<file path="src/rtl/nn_pkg.sv">
// Shared defaults and FSM state encoding for the NN feature sequencer.
package nn_pkg;

  localparam int NN_DATA_W_DEF = 17;
  localparam int NN_N_FEAT_DEF = 7;
  localparam int NN_LAT_DEF    = 4;
  localparam int NN_CNT_W      = 3;
  localparam int NN_CLAMP_LSB  = 12;

  typedef enum logic [1:0] {
    LOAD = 2'd0,
    RUN  = 2'd1,
    OUT  = 2'd2
  } nn_state_e;

endpackage

</file>
<file path="src/rtl/nn_feature_sequencer_if.sv">
// Feature-in / result-out stream bundle; the sequencer is the slave side of both.
interface nn_feature_sequencer_if #(
  parameter int DATA_W = nn_pkg::NN_DATA_W_DEF
) ();

  logic [DATA_W-1:0] s_data;
  logic              s_valid;
  logic              s_last;
  logic              s_ready;
  logic [DATA_W-1:0] m_data;
  logic              m_valid;
  logic              m_ready;

  modport slave (
    input  s_data, s_valid, s_last, m_ready,
    output s_ready, m_data, m_valid
  );

  modport master (
    output s_data, s_valid, s_last, m_ready,
    input  s_ready, m_data, m_valid
  );

endinterface

</file>
<file path="src/rtl/nn_feat_shreg.sv">
// N_FEAT x DATA_W feature capture register, written at a self-advancing index.
module nn_feat_shreg
  import nn_pkg::*;
#(
  parameter int DATA_W = NN_DATA_W_DEF,
  parameter int N_FEAT = NN_N_FEAT_DEF
) (
  input  logic                       clk,
  input  logic                       rst_n,
  input  logic                       wr_en_i,
  input  logic                       idx_clr_i,
  input  logic [DATA_W-1:0]          wr_data_i,
  output logic [$clog2(N_FEAT)-1:0]  idx_o,
  output logic [DATA_W-1:0]          feat_o [N_FEAT]
);

  localparam int IDX_W = $clog2(N_FEAT);

  logic [IDX_W-1:0]  idx_q;
  logic [IDX_W-1:0]  idx_d;
  logic [DATA_W-1:0] feat_q [N_FEAT];

  // Index restarts on a completed or dropped vector, otherwise advances per word.
  always_comb begin
    idx_d = idx_q;
    if (wr_en_i) begin
      idx_d = idx_clr_i ? '0 : idx_q + 1'b1;
    end
  end

  always_ff @(posedge clk) begin
    if (!rst_n) begin
      idx_q <= '0;
      for (int i = 0; i < N_FEAT; i++) begin
        feat_q[i] <= '0;
      end
    end else begin
      idx_q <= idx_d;
      for (int i = 0; i < N_FEAT; i++) begin
        if (wr_en_i && (idx_q == IDX_W'(i))) begin
          feat_q[i] <= wr_data_i;
        end
      end
    end
  end

  assign idx_o  = idx_q;
  assign feat_o = feat_q;

endmodule

</file>
<file path="src/rtl/nn_feature_sequencer.sv">
// Loads a feature vector, clocks the network for NN_LAT cycles, hands off the result.
// Optional build macro NN_SEQ_CLAMP_EN saturates wide input words to 12'hFFF on capture.
module nn_feature_sequencer
  import nn_pkg::*;
#(
  parameter int DATA_W = NN_DATA_W_DEF,
  parameter int N_FEAT = NN_N_FEAT_DEF,
  parameter int NN_LAT = NN_LAT_DEF
) (
  input  logic                clk,
  input  logic                rst_n,
  nn_feature_sequencer_if.slave bus,
  output logic [DATA_W-1:0]   nn_x1,
  output logic [DATA_W-1:0]   nn_x2,
  output logic [DATA_W-1:0]   nn_x3,
  output logic [DATA_W-1:0]   nn_x4,
  output logic [DATA_W-1:0]   nn_x5,
  output logic [DATA_W-1:0]   nn_x6,
  output logic [DATA_W-1:0]   nn_x7,
  output logic                nn_ce,
  input  logic [DATA_W-1:0]   nn_y,
  output logic                frame_err
);

  localparam int                 IDX_W    = $clog2(N_FEAT);
  localparam logic [IDX_W-1:0]   IDX_LAST = IDX_W'(N_FEAT - 1);
  localparam logic [NN_CNT_W-1:0] CNT_LAST = NN_CNT_W'(NN_LAT - 1);

  nn_state_e           state_q;
  logic [NN_CNT_W-1:0] cnt_q;
  logic                nn_ce_q;
  logic                m_valid_q;
  logic                frame_err_q;
  logic [DATA_W-1:0]   m_data_q;

  logic [IDX_W-1:0]    idx;
  logic [DATA_W-1:0]   feat [N_FEAT];
  logic [DATA_W-1:0]   word_d;
  logic                s_ready;
  logic                accept;
  logic                at_last;
  logic                vec_done;
  logic                vec_err;

`ifdef NN_SEQ_CLAMP_EN
  localparam logic [DATA_W-1:0] CLAMP_VAL =
    {{(DATA_W - NN_CLAMP_LSB){1'b0}}, {NN_CLAMP_LSB{1'b1}}};

  function automatic logic [DATA_W-1:0] clamp_word(input logic [DATA_W-1:0] w);
    return (|w[DATA_W-1:NN_CLAMP_LSB]) ? CLAMP_VAL : w;
  endfunction

  assign word_d = clamp_word(bus.s_data);
`else
  assign word_d = bus.s_data;
`endif

  // Ready is gated by rst_n so nothing is accepted while reset is held.
  assign s_ready  = rst_n && (state_q == LOAD);
  assign accept   = bus.s_valid && s_ready;
  assign at_last  = (idx == IDX_LAST);
  assign vec_done = accept && bus.s_last && at_last;
  assign vec_err  = accept && (bus.s_last != at_last);

  nn_feat_shreg #(
    .DATA_W (DATA_W),
    .N_FEAT (N_FEAT)
  ) u_shreg (
    .clk       (clk),
    .rst_n     (rst_n),
    .wr_en_i   (accept),
    .idx_clr_i (bus.s_last || at_last),
    .wr_data_i (word_d),
    .idx_o     (idx),
    .feat_o    (feat)
  );

  always_ff @(posedge clk) begin
    if (!rst_n) begin
      state_q     <= LOAD;
      cnt_q       <= '0;
      nn_ce_q     <= 1'b0;
      m_valid_q   <= 1'b0;
      frame_err_q <= 1'b0;
      m_data_q    <= '0;
    end else begin
      frame_err_q <= 1'b0;
      unique case (state_q)
        LOAD: begin
          if (vec_err) begin
            frame_err_q <= 1'b1;
          end else if (vec_done) begin
            state_q <= RUN;
            nn_ce_q <= 1'b1;
            cnt_q   <= '0;
          end
        end
        RUN: begin
          // Result is captured on the final enabled cycle, so nn_y is sampled while nn_ce is still high.
          if (cnt_q == CNT_LAST) begin
            m_data_q  <= nn_y;
            m_valid_q <= 1'b1;
            nn_ce_q   <= 1'b0;
            state_q   <= OUT;
          end else begin
            cnt_q <= cnt_q + 1'b1;
          end
        end
        OUT: begin
          if (bus.m_ready) begin
            m_valid_q <= 1'b0;
            state_q   <= LOAD;
          end
        end
        default: begin
          state_q <= LOAD;
          nn_ce_q <= 1'b0;
        end
      endcase
    end
  end

  assign bus.s_ready = s_ready;
  assign bus.m_data  = m_data_q;
  assign bus.m_valid = m_valid_q;
  assign nn_ce       = nn_ce_q;
  assign frame_err   = frame_err_q;

  assign nn_x1 = feat[0];
  assign nn_x2 = feat[1];
  assign nn_x3 = feat[2];
  assign nn_x4 = feat[3];
  assign nn_x5 = feat[4];
  assign nn_x6 = feat[5];
  assign nn_x7 = feat[6];

endmodule

</file>
<file path="src/flat_wrapper.sv">
// flat-port wrapper written by rule: the top's interface ports become plain ports
module nn_feature_sequencer_flat import nn_pkg::*;
#(
  parameter int DATA_W = NN_DATA_W_DEF,
  parameter int N_FEAT = NN_N_FEAT_DEF,
  parameter int NN_LAT = NN_LAT_DEF
)
  (clk, rst_n, nn_x1, nn_x2, nn_x3, nn_x4, nn_x5, nn_x6, nn_x7, nn_ce, nn_y, frame_err, bus_s_data, bus_s_valid, bus_s_last, bus_m_ready, bus_s_ready, bus_m_data, bus_m_valid);
  nn_feature_sequencer_if #(.DATA_W(DATA_W)) bus_i ();
  input  logic clk;
  input  logic rst_n;
  output logic [DATA_W-1:0] nn_x1;
  output logic [DATA_W-1:0] nn_x2;
  output logic [DATA_W-1:0] nn_x3;
  output logic [DATA_W-1:0] nn_x4;
  output logic [DATA_W-1:0] nn_x5;
  output logic [DATA_W-1:0] nn_x6;
  output logic [DATA_W-1:0] nn_x7;
  output logic nn_ce;
  input  logic [DATA_W-1:0] nn_y;
  output logic frame_err;
  input wire logic [$bits(bus_i.s_data)-1:0] bus_s_data;
  input wire logic [$bits(bus_i.s_valid)-1:0] bus_s_valid;
  input wire logic [$bits(bus_i.s_last)-1:0] bus_s_last;
  input wire logic [$bits(bus_i.m_ready)-1:0] bus_m_ready;
  output wire logic [$bits(bus_i.s_ready)-1:0] bus_s_ready;
  output wire logic [$bits(bus_i.m_data)-1:0] bus_m_data;
  output wire logic [$bits(bus_i.m_valid)-1:0] bus_m_valid;
  assign bus_i.s_data = bus_s_data;
  assign bus_i.s_valid = bus_s_valid;
  assign bus_i.s_last = bus_s_last;
  assign bus_i.m_ready = bus_m_ready;
  assign bus_s_ready = bus_i.s_ready;
  assign bus_m_data = bus_i.m_data;
  assign bus_m_valid = bus_i.m_valid;
  nn_feature_sequencer #(.DATA_W(DATA_W), .N_FEAT(N_FEAT), .NN_LAT(NN_LAT)) u_core (.clk(clk), .rst_n(rst_n), .bus(bus_i), .nn_x1(nn_x1), .nn_x2(nn_x2), .nn_x3(nn_x3), .nn_x4(nn_x4), .nn_x5(nn_x5), .nn_x6(nn_x6), .nn_x7(nn_x7), .nn_ce(nn_ce), .nn_y(nn_y), .frame_err(frame_err));
endmodule
</file>
<file path="config.mk">
export PLATFORM = sky130hd
export DESIGN_NAME = nn_feature_sequencer_flat
export DESIGN_NICKNAME = d
export VERILOG_FILES = /design/src/rtl/nn_pkg.sv /design/src/rtl/nn_feature_sequencer_if.sv /design/src/rtl/nn_feat_shreg.sv /design/src/rtl/nn_feature_sequencer.sv /design/src/flat_wrapper.sv
export SDC_FILE = /design/constraint.sdc
export NUM_CORES = 1
export LEC_CHECK = 0
export CORE_MARGIN = 1.5
export CORE_UTILIZATION = 30
export CTS_CLUSTER_SIZE = 20
export DETAILED_ROUTE_END_ITERATION = 10
export SYNTH_ARGS = -nofsm -noshare
export SYNTH_HDL_FRONTEND = slang
export SYNTH_SLANG_ARGS = --single-unit
export TNS_END_PERCENT = 10
</file>
<file path="constraint.sdc">
create_clock -name clk -period 3.2 [get_ports clk]
set_input_delay 0.64 -clock clk [delete_from_list [all_inputs] [get_ports clk]]
set_output_delay 0.64 -clock clk [all_outputs]
set_load 0.01 [all_outputs]
</file>
==> results.sh <==
export IMPL_vias_per_cell=4.57
export IMPL_drc=12
export IMPL_required_ns=2.56
export IMPL_cts_buffers_inserted=17
export IMPL_fin_ws_ns=0.697
export IMPL_hold_violations=0
export IMPL_antenna_left=0
export IMPL_grt_usage_pct=16.5
export IMPL_cts_resized=0
export IMPL_netlist_area_um2=5580
export IMPL_synth_cells=557
export IMPL_yosys_warnings=0
export IMPL_synthSimpleGateAreaFrac_pct=16.3
export IMPL_peakVddDrop_v=0.000356
export IMPL_synth_area_leaders="dfxtp_1 53%, mux2i_1 21%, nand2_1 12%"
export IMPL_setup_tns_ns=0
export IMPL_path_class="flip-flop to output pin"
export IMPL_cts_buffer_depth=2
export IMPL_ctsHtreeMaxLevel=4
export IMPL_cts_sinks=147
export IMPL_fin_crit_ns=2.50
export IMPL_drt_iter0_markers=124
export IMPL_reg2reg_from="u_core.u_shreg.idx_o[0]$_SDFFE_PN0P_"
export IMPL_fin_crit_sh_pct=78.2
export IMPL_p_leak_nw=3.08
export IMPL_top_usage_layer="met2"
export IMPL_grt_overflow_total=0
export IMPL_cts_root_buf="clkbuf_16"
export IMPL_syn_num_nets=604
export IMPL_hold_class="flip-flop to flip-flop"
export IMPL_syn2layout_area_growth_pct=45.8
export IMPL_startpoint="u_core.state_q[1]$_SDFFE_PN0P_"
export IMPL_tightest_slew_ns=0.703
export IMPL_cts_tree="yes"
export IMPL_synthMuxAreaShare_pct=21.3
export IMPL_report_final_setup_viol=0
export IMPL_place_gp_congestion=0.726
export IMPL_insertedDiodeCount=0
export IMPL_cts_setup_buffers=0
export IMPL_slew_violations=0
export IMPL_wl_per_cell_um=16.4
export IMPL_antenna_found_initial=0
export IMPL_synth_seq_cells=147
export IMPL_io_pins=179
export IMPL_synth_top_cell_area_share_pct=52.7
export IMPL_synthXorXnorAreaFrac_pct=0
export IMPL_status="complete, but fails checks"
export IMPL_min_from="u_core.u_shreg.feat_o[3]$_SDFFE_PN0P_"
export IMPL_synth_area_per_cell_um2=10.0
export IMPL_critPathSlowestCell="clkdlybuf4s50_1"
export IMPL_drive_gt1_share_pct=5.96
export IMPL_synth_fa_ha_area_share_pct=1.79
export IMPL_dpl_worst_slack_ns=0.656
export IMPL_synth_seq_area_share_pct=52.7
export IMPL_cp_end_kind="output pin"
export IMPL_grt_use_met2_pct=26.9
export IMPL_die_x_um=139
export IMPL_fillCellCount=1717
export IMPL_hpwl_um=11100
export IMPL_arrival_ns=1.86
export IMPL_ys_types=33
export IMPL_rows=49
export IMPL_clk_pin_slew_worst_paths_ns=0.07
export IMPL_die_area_um2=19400
export IMPL_finClkSkew_ns=0.0123
export IMPL_num_vias=4423
export IMPL_start_util_pct=30.9
export IMPL_use_met1_pct=20.5
export IMPL_die_h_um=139
export IMPL_grt_max_degree=70
export IMPL_grt_met3_usage_pct=5.20
export IMPL_portBuffers=178
export IMPL_fin_nets=773
export IMPL_final_common_cell="clkdlybuf4s50_1"
export IMPL_worst_path_largest_cell_delay_ns=0.60
export IMPL_synth_compound_area_share_pct=4.10
export IMPL_routed_wl_um=15900
export IMPL_rsz0062_at_grt="no"
export IMPL_synth_top_family_by_area="multiplexers"
export IMPL_maxCapViolCount=0
export IMPL_core_um2=18100
export IMPL_start_kind="flip-flop"
export IMPL_violations="design-rule violations"
export IMPL_critPathMaxFanout=17
export IMPL_holdBufCountCts=0
export IMPL_yosysTopAreaCell="dfxtp_1"
export IMPL_slew_headroom_pct=53.0
export IMPL_path_cells="nor3b_1, clkdlybuf4s50_1"
export IMPL_final_cell_mix="177 x clkdlybuf4s50_1, 176 x nand2_1, 147 x dfxtp_1"
export IMPL_first_pass_iters=7
export IMPL_grt_pass1_wl_um=24800
export IMPL_powerDensity_nw_per_um2=510
export IMPL_clkLatencyLatePin_ns=0.42
export IMPL_clock_fmax_mhz=400
export IMPL_grt_pass1_vias=4495
per-stage QoR:
step           area [um^2]  total power, W  std cells  hold slack, ns  utilization [%]
3_3_place_gp          7520         0.00211        936           0.442             41.6
4_1_cts               8140         0.00419        967           0.458             45.0
3_5_place_dp          7520         0.00212        936           0.446             41.6
2_1_floorplan         5580         0.00200        557           0.457                -
5_1_grt               8140         0.00429        967           0.475             45.0
6_report              8140         0.00415        967           0.454             45.0
final cells by class:
type | instances | area, um^2 | area share (%)
inverters | 5 | 18.8 | 0.231
well taps | 229 | 287 | 3.52
flip-flops and latches | 147 | 2940 | 36.2
clock inverters | 11 | 151 | 1.86
multi-input cells | 369 | 2430 | 29.9
clock buffers | 20 | 467 | 5.74
repair buffers | 186 | 1840 | 22.6
sequential cells by signal, summed over array words and instances, names as in the netlist:
register	flops
u_core.u_shreg.feat_o	119
u_core.bus.m_data	17
u_core.cnt_q	3
u_core.u_shreg.idx_o	3
u_core.state_q	2
u_core.bus.m_valid	1
u_core.frame_err	1
u_core.nn_ce	1
logic make-up after synthesis:
kind of cell    after synthesis
mux                         119
flops                       147
compound gates               31
simple gates                211
fa+ha+maj                     8
buf+inv                      41
where the power goes:
part           switching [W]  internal, W
clock network       0.000786      0.00129
registers          0.0000120      0.00185
logic               0.000115     0.000100
worst max-delay path: cells and delay by family, from the launching register on:
family	cells	cell delay (ns)
buffers and inverters	1	0.60
flip-flops	1	0.47
AND/OR/NAND/NOR	1	0.37
per-layer routing:
| metal | vias up | part of all wire, % |
|---|---|---|
| li1 | 2193 | - |
| met1 | 2084 | 46 |
| met2 | 130 | 46 |
| met3 | 16 | 6.8 |
| met4 | 0 | 1.5 |
| met5 | - | 0 |
Yosys cell counts:
cell	instances
nor4_1	1
buf_1	1
o21ai_0	3
and3b_1	1
and2_1	2
o31ai_1	1
nand3_1	6
or4b_1	1
nor2_1	2
clkbuf_1	18
mux2i_1	119
nor2_4	3
nor4bb_1	1
buf_2	8
nand4bb_1	1
nand2b_1	8
a21oi_1	2
o2bb2ai_1	3
dfxtp_1	147
and3_1	1
o211ai_1	1
ha_1	8
nand3b_1	2
buf_6	3
inv_1	5
nor2b_1	1
nor3b_1	2
buf_4	6
nand2_1	176
a21boi_0	19
a31o_2	1
o41a_1	1
nand4b_1	3
worst paths after layout:
| path | cells after the start | end | slack, ns |
|---|---|---|---|
| setup / recovery | 2 | bus_s_ready | 0.70 |
| hold / removal | 2 | u_core.u_shreg.feat_o[3]$_SDFFE_PN0P_ | 0.45 |
| setup reg to reg | 6 | u_core.cnt_q[0]$_SDFFE_PN0P_ | 1.15 |
| hold reg to reg | 2 | u_core.u_shreg.feat_o[3]$_SDFFE_PN0P_ | 0.45 |
(Power assumes the default switching activity.)
